`src/rtl/julia_param_ctrl.sv`:
```
// julia_param_ctrl
// Parameter controller that sits directly upstream of the julia_set_stripe
// instances. It takes user view and constant commands, updates the fractal
// parameters, and launches a redraw with a one-cycle valid/update strobe.
// It then tracks render completion through the stripes' combined pause
// signal and reports how long the render took in clock cycles.
//
// Ports
//   clock         : system clock, all logic on the rising edge
//   reset         : asynchronous, active-low reset
//   cmd           : command code, captured when a command is accepted
//   cmd_valid     : command present (level)
//   step_sel      : constant-adjust step select (16/64/256/1024 LSB)
//   pause_all     : AND of all stripes' pause_signal (1 = all stripes done)
//   cmd_ready     : controller can accept a command (combinational)
//   c_real_wire   : signed 3.15 Julia constant, real part
//   c_comp_wire   : signed 3.15 Julia constant, imaginary part
//   x_wire        : signed 3.15 view centre x
//   y_wire        : signed 3.15 view centre y
//   scale_wire    : signed 3.15 view scale
//   valid         : one-cycle parameter strobe
//   update        : one-cycle redraw strobe, coincident with valid
//   render_cycles : clock count of the last completed render
//   busy          : a render is in progress
//   ack_error     : sticky, a stripe failed to acknowledge an update

module julia_param_ctrl #(
  parameter int          ACK_TIMEOUT = 15,
  parameter logic [17:0] SCALE_MIN   = 18'd64,
  parameter logic [17:0] SCALE_MAX   = 18'h1FFFF
) (
  input  logic               clock,
  input  logic               reset,
  input  logic [3:0]         cmd,
  input  logic               cmd_valid,
  input  logic [1:0]         step_sel,
  input  logic               pause_all,
  output logic               cmd_ready,
  output logic signed [17:0] c_real_wire,
  output logic signed [17:0] c_comp_wire,
  output logic signed [17:0] x_wire,
  output logic signed [17:0] y_wire,
  output logic signed [17:0] scale_wire,
  output logic               valid,
  output logic               update,
  output logic [31:0]        render_cycles,
  output logic               busy,
  output logic               ack_error
);

  localparam int ACK_W = (ACK_TIMEOUT < 2) ? 1 : $clog2(ACK_TIMEOUT);
  localparam logic [ACK_W-1:0] ACK_LAST = ACK_W'(ACK_TIMEOUT - 1);

  localparam logic signed [17:0] C_REAL_DEF = -18'sd26214;
  localparam logic signed [17:0] C_COMP_DEF = 18'sd5112;
  localparam logic signed [17:0] SCALE_DEF  = 18'sd65536;

  typedef enum logic [2:0] {
    IDLE,
    APPLY,
    UPDATE,
    WAIT_ACK,
    RENDER
  } state_t;

  state_t           state, state_nxt;
  logic [3:0]       cmd_q;
  logic [1:0]       step_q;
  logic [31:0]      render_cnt;
  logic [31:0]      cnt_inc;
  logic [ACK_W-1:0] ack_cnt;
  logic             accept;
  logic             ack_expire;

  logic signed [17:0] c_real_nxt, c_comp_nxt, x_nxt, y_nxt, scale_nxt;
  logic signed [17:0] scale_tmp;
  logic signed [17:0] step_val;

  // Overflow of a 19-bit sum shows up as the top two bits disagreeing; the
  // top bit then tells us which rail to clamp to.
  function automatic logic signed [17:0] sat_add(input logic signed [17:0] a,
                                                 input logic signed [17:0] b);
    logic signed [18:0] sum;
    sum = {a[17], a} + {b[17], b};
    if (sum[18] != sum[17])
      sat_add = sum[18] ? 18'sh20000 : 18'sh1FFFF;
    else
      sat_add = sum[17:0];
  endfunction

  function automatic logic signed [17:0] sat_sub(input logic signed [17:0] a,
                                                 input logic signed [17:0] b);
    logic signed [18:0] diff;
    diff = {a[17], a} - {b[17], b};
    if (diff[18] != diff[17])
      sat_sub = diff[18] ? 18'sh20000 : 18'sh1FFFF;
    else
      sat_sub = diff[17:0];
  endfunction

  assign cmd_ready  = (state == IDLE) && pause_all;
  assign accept     = cmd_ready && cmd_valid;
  assign ack_expire = (state == WAIT_ACK) && pause_all && (ack_cnt == ACK_LAST);
  assign cnt_inc    = (render_cnt == 32'hFFFF_FFFF) ? render_cnt : render_cnt + 32'd1;

  // Next-state logic. Codes 12-15 are accepted but fall straight back to
  // IDLE without a redraw.
  always_comb begin
    state_nxt = state;
    case (state)
      IDLE:     if (accept) state_nxt = APPLY;
      APPLY:    state_nxt = (cmd_q >= 4'd12) ? IDLE : UPDATE;
      UPDATE:   state_nxt = WAIT_ACK;
      WAIT_ACK: begin
        if (!pause_all)
          state_nxt = RENDER;
        else if (ack_expire)
          state_nxt = IDLE;
      end
      RENDER:   if (pause_all) state_nxt = IDLE;
      default:  state_nxt = IDLE;
    endcase
  end

  // New parameter values, only different from the held ones in APPLY.
  always_comb begin
    c_real_nxt = c_real_wire;
    c_comp_nxt = c_comp_wire;
    x_nxt      = x_wire;
    y_nxt      = y_wire;
    scale_nxt  = scale_wire;
    scale_tmp  = scale_wire;
    case (step_q)
      2'd0:    step_val = 18'sd16;
      2'd1:    step_val = 18'sd64;
      2'd2:    step_val = 18'sd256;
      default: step_val = 18'sd1024;
    endcase
    if (state == APPLY) begin
      case (cmd_q)
        4'd1:  x_nxt = sat_sub(x_wire, scale_wire >>> 3);
        4'd2:  x_nxt = sat_add(x_wire, scale_wire >>> 3);
        4'd3:  y_nxt = sat_sub(y_wire, scale_wire >>> 3);
        4'd4:  y_nxt = sat_add(y_wire, scale_wire >>> 3);
        4'd5: begin
          scale_tmp = sat_sub(scale_wire, scale_wire >>> 2);
          scale_nxt = (scale_tmp < $signed(SCALE_MIN)) ? $signed(SCALE_MIN) : scale_tmp;
        end
        4'd6: begin
          scale_tmp = sat_add(scale_wire, scale_wire >>> 2);
          scale_nxt = (scale_tmp > $signed(SCALE_MAX)) ? $signed(SCALE_MAX) : scale_tmp;
        end
        4'd7:  c_real_nxt = sat_add(c_real_wire, step_val);
        4'd8:  c_real_nxt = sat_sub(c_real_wire, step_val);
        4'd9:  c_comp_nxt = sat_add(c_comp_wire, step_val);
        4'd10: c_comp_nxt = sat_sub(c_comp_wire, step_val);
        4'd11: begin
          c_real_nxt = C_REAL_DEF;
          c_comp_nxt = C_COMP_DEF;
          x_nxt      = '0;
          y_nxt      = '0;
          scale_nxt  = SCALE_DEF;
        end
        default: ;
      endcase
    end
  end

  // Parameter registers. These feed the stripes directly, so they only
  // move in APPLY and are stable by the time the update strobe fires.
  always_ff @(posedge clock or negedge reset) begin
    if (!reset) begin
      c_real_wire <= C_REAL_DEF;
      c_comp_wire <= C_COMP_DEF;
      x_wire      <= '0;
      y_wire      <= '0;
      scale_wire  <= SCALE_DEF;
    end else begin
      c_real_wire <= c_real_nxt;
      c_comp_wire <= c_comp_nxt;
      x_wire      <= x_nxt;
      y_wire      <= y_nxt;
      scale_wire  <= scale_nxt;
    end
  end

  // Control state, strobes and counters. Reset lands in RENDER because the
  // stripes start their own first render out of reset.
  always_ff @(posedge clock or negedge reset) begin
    if (!reset) begin
      state         <= RENDER;
      cmd_q         <= '0;
      step_q        <= '0;
      valid         <= 1'b0;
      update        <= 1'b0;
      busy          <= 1'b1;
      render_cnt    <= '0;
      render_cycles <= '0;
      ack_cnt       <= '0;
      ack_error     <= 1'b0;
    end else begin
      state  <= state_nxt;
      valid  <= (state_nxt == UPDATE);
      update <= (state_nxt == UPDATE);
      busy   <= (state_nxt != IDLE);
      if (accept) begin
        cmd_q  <= cmd;
        step_q <= step_sel;
      end
      case (state)
        UPDATE: begin
          render_cnt <= '0;
          ack_cnt    <= '0;
        end
        WAIT_ACK: begin
          if (pause_all) begin
            if (ack_expire)
              ack_error <= 1'b1;
            else
              ack_cnt <= ack_cnt + 1'b1;
          end
        end
        RENDER: begin
          render_cnt <= cnt_inc;
          if (pause_all)
            render_cycles <= cnt_inc;
        end
        default: ;
      endcase
    end
  end

endmodule

```
`config.mk`:
```
export PLATFORM = sky130hd
export DESIGN_NAME = julia_param_ctrl
export DESIGN_NICKNAME = d
export VERILOG_FILES = /design/src/rtl/julia_param_ctrl.sv
export SDC_FILE = /design/constraint.sdc
export NUM_CORES = 1
export LEC_CHECK = 0
export ABC_CLOCK_PERIOD_IN_PS = 12500
export CORE_ASPECT_RATIO = 0.7
export CORE_MARGIN = 1.5
export CORE_UTILIZATION = 50
export CTS_CLUSTER_DIAMETER = 200
export DETAILED_ROUTE_END_ITERATION = 8
export HOLD_SLACK_MARGIN = 0.03
export PLACE_DENSITY = 0.69
export SYNTH_ARGS = -nofsm -noshare
export SYNTH_HDL_FRONTEND = slang
export SYNTH_SLANG_ARGS = --single-unit
```
`constraint.sdc`:
```
create_clock -name clock -period 12.5 [get_ports clock]
set_clock_uncertainty 0.15 [all_clocks]
set_input_delay 1.875 -clock clock [delete_from_list [all_inputs] [get_ports clock]]
set_output_delay 1.875 -clock clock [all_outputs]
set_load 0.01 [all_outputs]
```
Yosys cells after proc, flatten, opt, wreduce, memory -nomap -nowiden. Index checks and enable logic that the tools add are counted.

Bits in registers: 170. Latch bits: 0. RAM bits: 0. ROM bits: 0. Input port bits: 10. Output and inout bits: 127. Logic and storage cells: 126. Memories: 0.

Add/sub/neg operators: 12. $mul: 0. Divide/modulo/power cells: 0. $lt $le $gt $ge: 3. Equality and inequality tests: 32. Shifts and indexed selects: 0. Muxes and demuxes: 43. Bitwise operators: 0. Reductions and logical operators: 22.

Operators with widths (number): $mux 18 (26); $pmux 18 s3 (5); $pmux 32 s2 (1); $add 18x12->19 (2); $add 18x15->19 (2); $sub 18x12->19 (2); $sub 18x15->19 (2); $pmux 11 s3 (1); $add 32x1->32 const B (1); $eq 32x32->1 const B (1); $mux 32 (1); $eq 4x4->1 const B (5); $add 18x16->19 (1); $sub 18x16->19 (1); $gt 18x18->1 const B (1); $lt 18x8->1 const B (1); $reduce_bool 3->1 (6); $eq 4x3->1 const B (4); $pmux 3 s5 (1); $mux 3 (4); $reduce_and 2->1 (6); $ne 1x1->1 (10); $eq 3x2->1 const B (3); $eq 4x2->1 const B (2); 16 further kinds (23).

Depth between registers and ports, before layout. Gate-level depths: netlist of the first run.

Depth after elaboration: 8. Gate-level depth with buffers: 20. Mapped depth without buffers: 20.

Least setup slack after synthesis of the first run. Ideal clock, no wire load.

Path kind: register to register. Start: reg scale_wire[4]. End: reg scale_wire[14]. Setup time: 0.082 ns. Arrival time: 4.846 ns. Required time: 12.268 ns. Slack: 7.422 ns. Cell stages (with the launch flop): 19. Path buffers: 2. Clock period less this slack: 5.078 ns. Path through: dfrtp_1 > inv_1 > ha_1 > buf_6 > a211oi_1 > o211ai_2 > nand2_2 > o221a_4 > o41a_1 > or4_1 > nand4bb_1 > or4_1 > nor3_2 > ha_1 > or2_2 > a41oi_1 > clkbuf_1 > o21ai_0 > a31oi_1.

Cells in the longest elaborated chain, start to end: 8. Elaborated cells on any way between the ends: 17. Those cells by class: add/sub (2); order compare (2); eq/ne (2); mux (11).

Ends and longest elaborated chain: start, declared (line 43) `output logic signed [17:0] scale_wire,`; start signal, assigned (line 183) `scale_wire <= scale_nxt;`; $add 18x16->19 or $sub 18x16->19 (tied branches) (line 84, 94); $mux 18, or another cell as far along (line 86) `sat_add = sum[18] ? 18'sh20000 : 18'sh1FFFF;`; $mux 18, on equally long branches (line 85, 95); $mux 18 (line 140) `case (cmd_q)`; $mux 18 (line 139) `if (state == APPLY) begin`; $gt 18x18->1 or $lt 18x8->1 (tied branches) (line 151, 147); $mux 18, on equally long branches (line 151, 147); $pmux 18 s3 (*) (line 140).

Every way passes the cells marked *; elsewhere a longest branch is shown, timed or not. The select of a mux whose other input is x is not followed. A chain may end at the register's enable or synchronous reset.

Worst setup path in the final report of the first run.
Start: reg scale_wire[4]. End: reg scale_wire[5].

Same word-level chain as after synthesis.

==> summary.md, run 1 <==
| Metric | Value |
|---|---|
| Worst-path clk slew | 0.08 ns |
| Row cnt | 52 |
| Vias/cell | 6.33 |
| Area after DPL | 16600 sq um |
| Max-slew headroom | 17.4% |
| Worst slew pin tran | 1.23 ns |
| # H-tree levels | 4 |
| Synth Instances | 1903 |
| Synth Net Count | 2055 |
| Most used DFF post-synth | dfrtp_1 |
| Drt initial violations | 1849 |
| N_diodes | 0 |
| Period minus WS final | 6.07 ns |
| Sequential area share after synthesis | 27.7% |
| # nets final | 2128 |
| Final instance area | 17200 sq um |
| Buffer depth of the longest clock path | 2 |
| Synth warnings | 0 |
| CTS Sinks | 166 |
| Drt pass-1 iters | 8 |
| Vias in the first global route | 13.8k |
| Num CTS Buffers | 17 |
| Setup CP Type | reg -> reg |
| Clock Latency Late Sink | 0.46 ns |
| Post-CTS Setup Inserts | 0 |
| Fillers | 2647 |
| Post-CTS sizing | 0 |
| Avg Cell Area, Syn | 7.92 sq um |
| Main area contributors after synthesis | dfrtp_1, ha_1, o21ai_0, nor2_1, a21oi_1 |
| Hold_buf cts | 0 |
| CP Capture Type | register |
| Max-cap viol count | 0 |
| Worst setup SP type | register |
| Arr. time, crit path | 6.29 ns |
| Area leader, netlist | dfrtp_1 |
| Number of cells on the worst hold path | 2 |
| Period utilisation layout | 48.5% |
| Netlist Area Pre-Place | 15100 sq um |
| Via count | 15.0k |
| Share of cells above drive strength 1 | 6.13% |
| RSZ-0062 raised after global routing | false |
| RD Place Congestion | 1.00 |
| Fmax | 165 MHz |
| Share of the synthesized area in the top cell type | 24.2% |
| FF/Latch Area | 4180 sq um |
| TritonCTS clock tree | built |
| Remaining antenna violation count | 0 |
| Final HPWL DP | 35800 microns |
| Worst Path Required | 12.73 ns |
| Area Overhead vs Synth | 14.2% |
| Initial core utilization | 51.5% |
| EDFF count, synth | 0 |
| Clock root cell | clkbuf_16 |
| Total global-route track usage | 31.0% |
| Setup violators final | 0 |
| Die H | 148 microns |
| Setup TNS Final | 0 ns |
| Worst reg2reg path depth | 19 |
| Port Buf Inserts | 136 |
| Gr ovfl total | 0 |
| First-pass GRT wire length | 76500 microns |
| Number of library cell types mapped by synthesis | 92 |
| Post-synthesis register bit count | 166 |
| Largest net degree at the start of global routing | 102 |
| DIE WIDTH | 211 microns |
| Core Region | 29300 sq um |
| I/O Pins | 137 |
| Max FO, Critical Path | 12 |
| DRT Wirelength | 48400 microns |
| Detailed-route DRC error count | 0 |
| Final Slew Violations | 0 |
| Outcome | finished clean |
| Routed wire per std cell | 20.4 microns |
| Area of the multi-input gates | 10100 sq um |
| Die area | 31200 sq um |
| Async SR Flop Fraction | 100% |
| Worst min-delay path class | reg -> reg |
| Initial antenna violation count | 0 |
| Hold Fails Final Rpt | 0 |
[cell usage after synthesis (15+ instances only)]
master,instances
a211oi_1,19
a21o_1,25
dfstp_2,20
nand2b_1,39
xor2_1,38
nor3_1,44
nand2_1,175
xnor2_1,57
a221oi_1,15
dfrtp_1,146
nor2b_1,28
o31ai_1,30
clkbuf_1,72
o21bai_1,20
ha_1,136
a31oi_1,35
o21ai_0,183
a21oi_1,148
inv_1,95
nor2_1,209
o22ai_1,22
nand3_1,40
[worst max-delay path, cell delays in order, from the launching register on]
cell,delay (ns)
dfrtp_1,0.69
inv_1,0.20
ha_1,0.49
a211oi_1,0.17
o211ai_2,0.28
nand2_2,0.12
o221a_4,0.30
o41a_1,0.42
or4_1,0.55
nand4bb_1,0.18
or4_1,0.45
nor3_2,0.14
ha_1,0.28
or2_2,0.36
a41oi_1,0.51
buf_4,0.29
a221oi_1,0.09
o21ai_0,0.16
nand2_1,0.06
o21ai_0,0.08
[through the flow]
step | std cells | util, % | hold slack, ns | setup WS [ns]
detailed placement | 2335 | 56.6 | 0.305 | 6.55
global placement | 2335 | 56.6 | 0.302 | 6.72
finish | 2367 | 58.8 | 0.316 | 6.43
floorplan | 1903 | - | 0.317 | 7.42
CTS | 2367 | 58.8 | 0.317 | 6.50
global route | 2367 | 58.8 | 0.340 | 6.07
[final timing paths]
path | startpoint | to | slack (ns)
setup / recovery | scale_wire[4]$_DFFE_PN0P_ | scale_wire[5]$_DFFE_PN0P_ | 6.43
hold / removal | c_comp_wire[3]$_DFFE_PN1P_ | c_comp_wire[3]$_DFFE_PN1P_ | 0.32
setup reg to reg | scale_wire[4]$_DFFE_PN0P_ | scale_wire[5]$_DFFE_PN0P_ | 6.43
hold reg to reg | c_comp_wire[3]$_DFFE_PN1P_ | c_comp_wire[3]$_DFFE_PN1P_ | 0.32
max in group asynchronous | reset | x_wire[5]$_DFFE_PN0P_ | 9.34
min in group asynchronous | reset | c_real_wire[14]$_DFFE_PN0P_ | 1.35
[cell families (layout without fill, tap and decap cells)]
group,count (synthesis),count (layout),synth area share (%)
xor+xnor,95,95,5.52
simple gates,643,643,20.2
buf+inv,194,280,5.47
mux,10,10,0.731
compound gates,653,653,28.2
flops,166,166,27.7
fa+ha+maj,142,142,12.1
[metal layers]
metal / GRT usage (%) / routed length [microns] / up-vias
met4: 8.71 / 989 / 2
met3: 7.96 / 4660 / 74
li1: - / - / 7060
met5: 1.72 / 69 / -
met1: 46.1 / 23000 / 7131
met2: 43.6 / 19700 / 718
[cell type report]
cell class	count	share of cell area [%]
Clock buffer	19	2.63
Clock inverter	13	1.03
Inverter	96	2.09
Multi-Input combinational cell	1543	58.6
Sequential cell	166	24.3
Tap cell	378	2.75
Timing Repair Buffer	152	8.62
[state kept, by name, summed over array words and instances (netlist names)]
| name | cells |
|---|---|
| ack_cnt | 4 |
| scale_wire | 18 |
| ack_error | 1 |
| state | 3 |
| c_real_wire | 16 |
| update | 1 |
| y_wire | 18 |
| c_comp_wire | 16 |
| cmd_q | 4 |
| busy | 1 |
| render_cnt | 32 |
| render_cycles | 32 |
| x_wire | 18 |
| step_q | 2 |
[cell usage in the layout, fill, tap and decap left out, types with 13 or more instances in the layout]
cell type and n:
o22ai_1 22, nor3_1 43, a21oi_1 147, a221oi_1 15
ha_1 136, xor2_1 38, dfstp_2 20, nand3_1 40
xnor2_1 57, a21o_1 25, inv_1 95, clkdlybuf4s50_1 135
nor2_1 208, buf_4 16, clkbuf_16 17, dfrtp_1 146
nor2b_1 28, nand2b_1 39, nand2_1 174, nand4_1 13
o21bai_1 19, a211o_1 13, o31ai_1 30, a31oi_1 35
o21ai_0 183, a211oi_1 19
Power of run 1 is left out: the tool's default activity adds up to more than one toggle a clock period on the data nets, which glitch-free logic cannot reach.
==> inputs of run 2 (changes only) <==
--- a/config.mk
+++ b/config.mk
@@ -5,14 +5,14 @@
 export SDC_FILE = /design/constraint.sdc
 export NUM_CORES = 1
 export LEC_CHECK = 0
-export ABC_CLOCK_PERIOD_IN_PS = 12500
+export ABC_CLOCK_PERIOD_IN_PS = 5100
 export CORE_ASPECT_RATIO = 0.7
 export CORE_MARGIN = 1.5
 export CORE_UTILIZATION = 50
 export CTS_CLUSTER_DIAMETER = 200
 export DETAILED_ROUTE_END_ITERATION = 8
 export HOLD_SLACK_MARGIN = 0.03
-export PLACE_DENSITY = 0.69
+export PLACE_DENSITY = 0.72
 export SYNTH_ARGS = -nofsm -noshare
 export SYNTH_HDL_FRONTEND = slang
 export SYNTH_SLANG_ARGS = --single-unit
==> constraint.sdc (replaced) <==
create_clock -name clock -period 5.1 [get_ports clock]
set_clock_uncertainty 0.15 [all_clocks]
set_input_delay 0.765 -clock clock [delete_from_list [all_inputs] [get_ports clock]]
set_output_delay 0.765 -clock clock [all_outputs]
set_load 0.01 [all_outputs]
==> summary.md, run 2 (synthesized netlist as in run 1, its figures left out) <==
| Metric | Value |
|---|---|
| Setup violators final | 0 |
| RSZ-0062 raised after global routing | false |
| Remaining antenna violation count | 0 |
| Port Buf Inserts | 136 |
| Arr. time, crit path | 5.05 ns |
| Period minus WS final | 4.84 ns |
| DRT Wirelength | 48500 microns |
| Slowest stage cell on the critical path | dfrtp_1 |
| CP most frequent cell | buf_4 |
| Period utilisation layout | 95.0% |
| R2r startpoint | scale_wire[3]$_DFFE_PN0P_ |
| Fillers | 2677 |
| Die area | 31200 sq um |
| # nets final | 2170 |
| CTS Sinks | 166 |
| Final HPWL DP | 36200 microns |
| RD Place Congestion | 0.997 |
| CP Capture Type | register |
| Initial core utilization | 51.5% |
| Final Slew Violations | 0 |
| Drt pass-1 iters | 6 |
| Worst min-delay path class | in -> async |
| Core Region | 29300 sq um |
| Worst Path Required | 5.30 ns |
| DIE WIDTH | 211 microns |
| Fmax | 206 MHz |
| Most frequent cells in the layout | nor2_1, o21ai_0, nand2_1 |
| Setup TNS Final | 0 ns |
| Largest net degree at the start of global routing | 88 |
| Max FO, Critical Path | 15 |
| I/O Pins | 137 |
| Buffer depth of the longest clock path | 2 |
| Row cnt | 52 |
| Largest regs | render_cnt (32), render_cycles (32) |
| Initial antenna violation count | 0 |
| Max-cap viol count | 0 |
| First-pass GRT wire length | 77100 microns |
| Max-slew headroom | 6.90% |
| CP cell instances | inv_1 > buf_4 > ha_1 > nand2b_1 > a221oi_1 > buf_4 > o221ai_1 > o2111ai_1 > o311ai_0 > buf_4 > o31ai_1 > a21oi_1 > nor2_1 > or2_2 > ha_1 > buf_4 > o21ai_0 > o211ai_1 > o21a_1 |
| Share of cells above drive strength 1 | 8.12% |
| Worst slew pin tran | 1.39 ns |
| Worst path max stage delay | 0.51 ns |
| N_diodes | 0 |
| Hold Fails Final Rpt | 0 |
| Via count | 15.1k |
| Drt initial violations | 1582 |
| Detailed-route DRC error count | 0 |
| # H-tree levels | 4 |
| Hold_ws | 0.202 ns |
| Vias/cell | 6.27 |
| Final Non-Filler Cells | 2409 |
| Routed wire per std cell | 20.2 microns |
| Total global-route track usage | 31.3% |
| Vias in the first global route | 13.9k |
| Outcome | finished clean |
| Worst setup SP type | register |
| Worst reg2reg path depth | 19 |
| Clock Latency Late Sink | 0.46 ns |
| Dpl cells | 2376 |
| FF-to-FF End | scale_wire[8]$_DFFE_PN0P_ |
| TritonCTS clock tree | built |
| Area Overhead vs Synth | 16.5% |
| Commonest non-fill, non-tap cell in the layout | nor2_1 |
| Num CTS Buffers | 17 |
| Gr ovfl total | 0 |
| Clock root cell | clkbuf_16 |
| Die H | 148 microns |
| Final instance area | 17600 sq um |
| Area after DPL | 16900 sq um |
| R2r setup slk | 0.26 ns |
| Setup CP Type | reg -> reg |
| Worst-path clk slew | 0.08 ns |
## run 2: cell types whose count changed in the layout (fill, tap and decap cells not counted), sizes merged
cell,delta
bufinv,-1
clkbuf,-1
clkinvlp,+1
clkinv,+3
inv,-2
buf,+42
## run 2: per-layer routing
layer | vias to the layer above | routed length [microns] | track usage (%)
li1 | 7120 | - | -
met1 | 7214 | 23400 | 47.1
met5 | - | 0 | 0
met2 | 682 | 19500 | 43.8
met4 | 0 | 1190 | 9.64
met3 | 87 | 4520 | 7.50
## run 2: worst max-delay path: cells and delay by family (launching register included)
kind	cells	cell delay, ns
AND/OR/NAND/NOR	3	0.46
buffers and inverters	5	0.87
adder cells (fa/ha/maj)	2	0.51
AO/OA/AOI/OAI	9	2.24
flip-flops	1	0.51
## run 2: what timing repair did
action,4_1_cts,5_1_grt
gates resized for setup,0,5
buffers inserted,0,1
hold buffers,0,0
endpoints found under the setup margin,0,12
## run 2: final cells by class
cell class / instances / area, sq um / share of cell area [%]
clock buffers: 18 / 439 / 2.50
clock inverters: 14 / 180 / 1.03
inverters: 96 / 360 / 2.05
multi-input cells: 1543 / 10100 / 57.6
flip-flops and latches: 166 / 4180 / 23.8
well taps: 378 / 473 / 2.69
repair buffers: 194 / 1810 / 10.3
## run 2: how the worst max path moves through the flow
stage,end,slack [ns],startpoint,cells after the start
3_5_place_dp,scale_wire[5]$_DFFE_PN0P_,0.09,scale_wire[0]$_DFFE_PN0P_,21
2_1_floorplan,scale_wire[14]$_DFFE_PN0P_,0.02,scale_wire[4]$_DFFE_PN0P_,18
5_1_grt,scale_wire[5]$_DFFE_PN0P_,0.03,scale_wire[0]$_DFFE_PN0P_,21
3_3_place_gp,scale_wire[5]$_DFFE_PN0P_,0.16,scale_wire[0]$_DFFE_PN0P_,21
4_1_cts,scale_wire[5]$_DFFE_PN0P_,0.05,scale_wire[0]$_DFFE_PN0P_,21
6_report,scale_wire[8]$_DFFE_PN0P_,0.26,scale_wire[3]$_DFFE_PN0P_,19
## run 2: through the flow
stage / worst slack, ns / utilization [%]
after CTS: 0.0542 / 59.8
after detailed placement: 0.0950 / 57.7
final: 0.257 / 60.0
after floorplan: 0.0220 / -
after global routing: 0.0260 / 60.0
after global placement: 0.160 / 57.7
Power of run 2 is left out for the same reason.
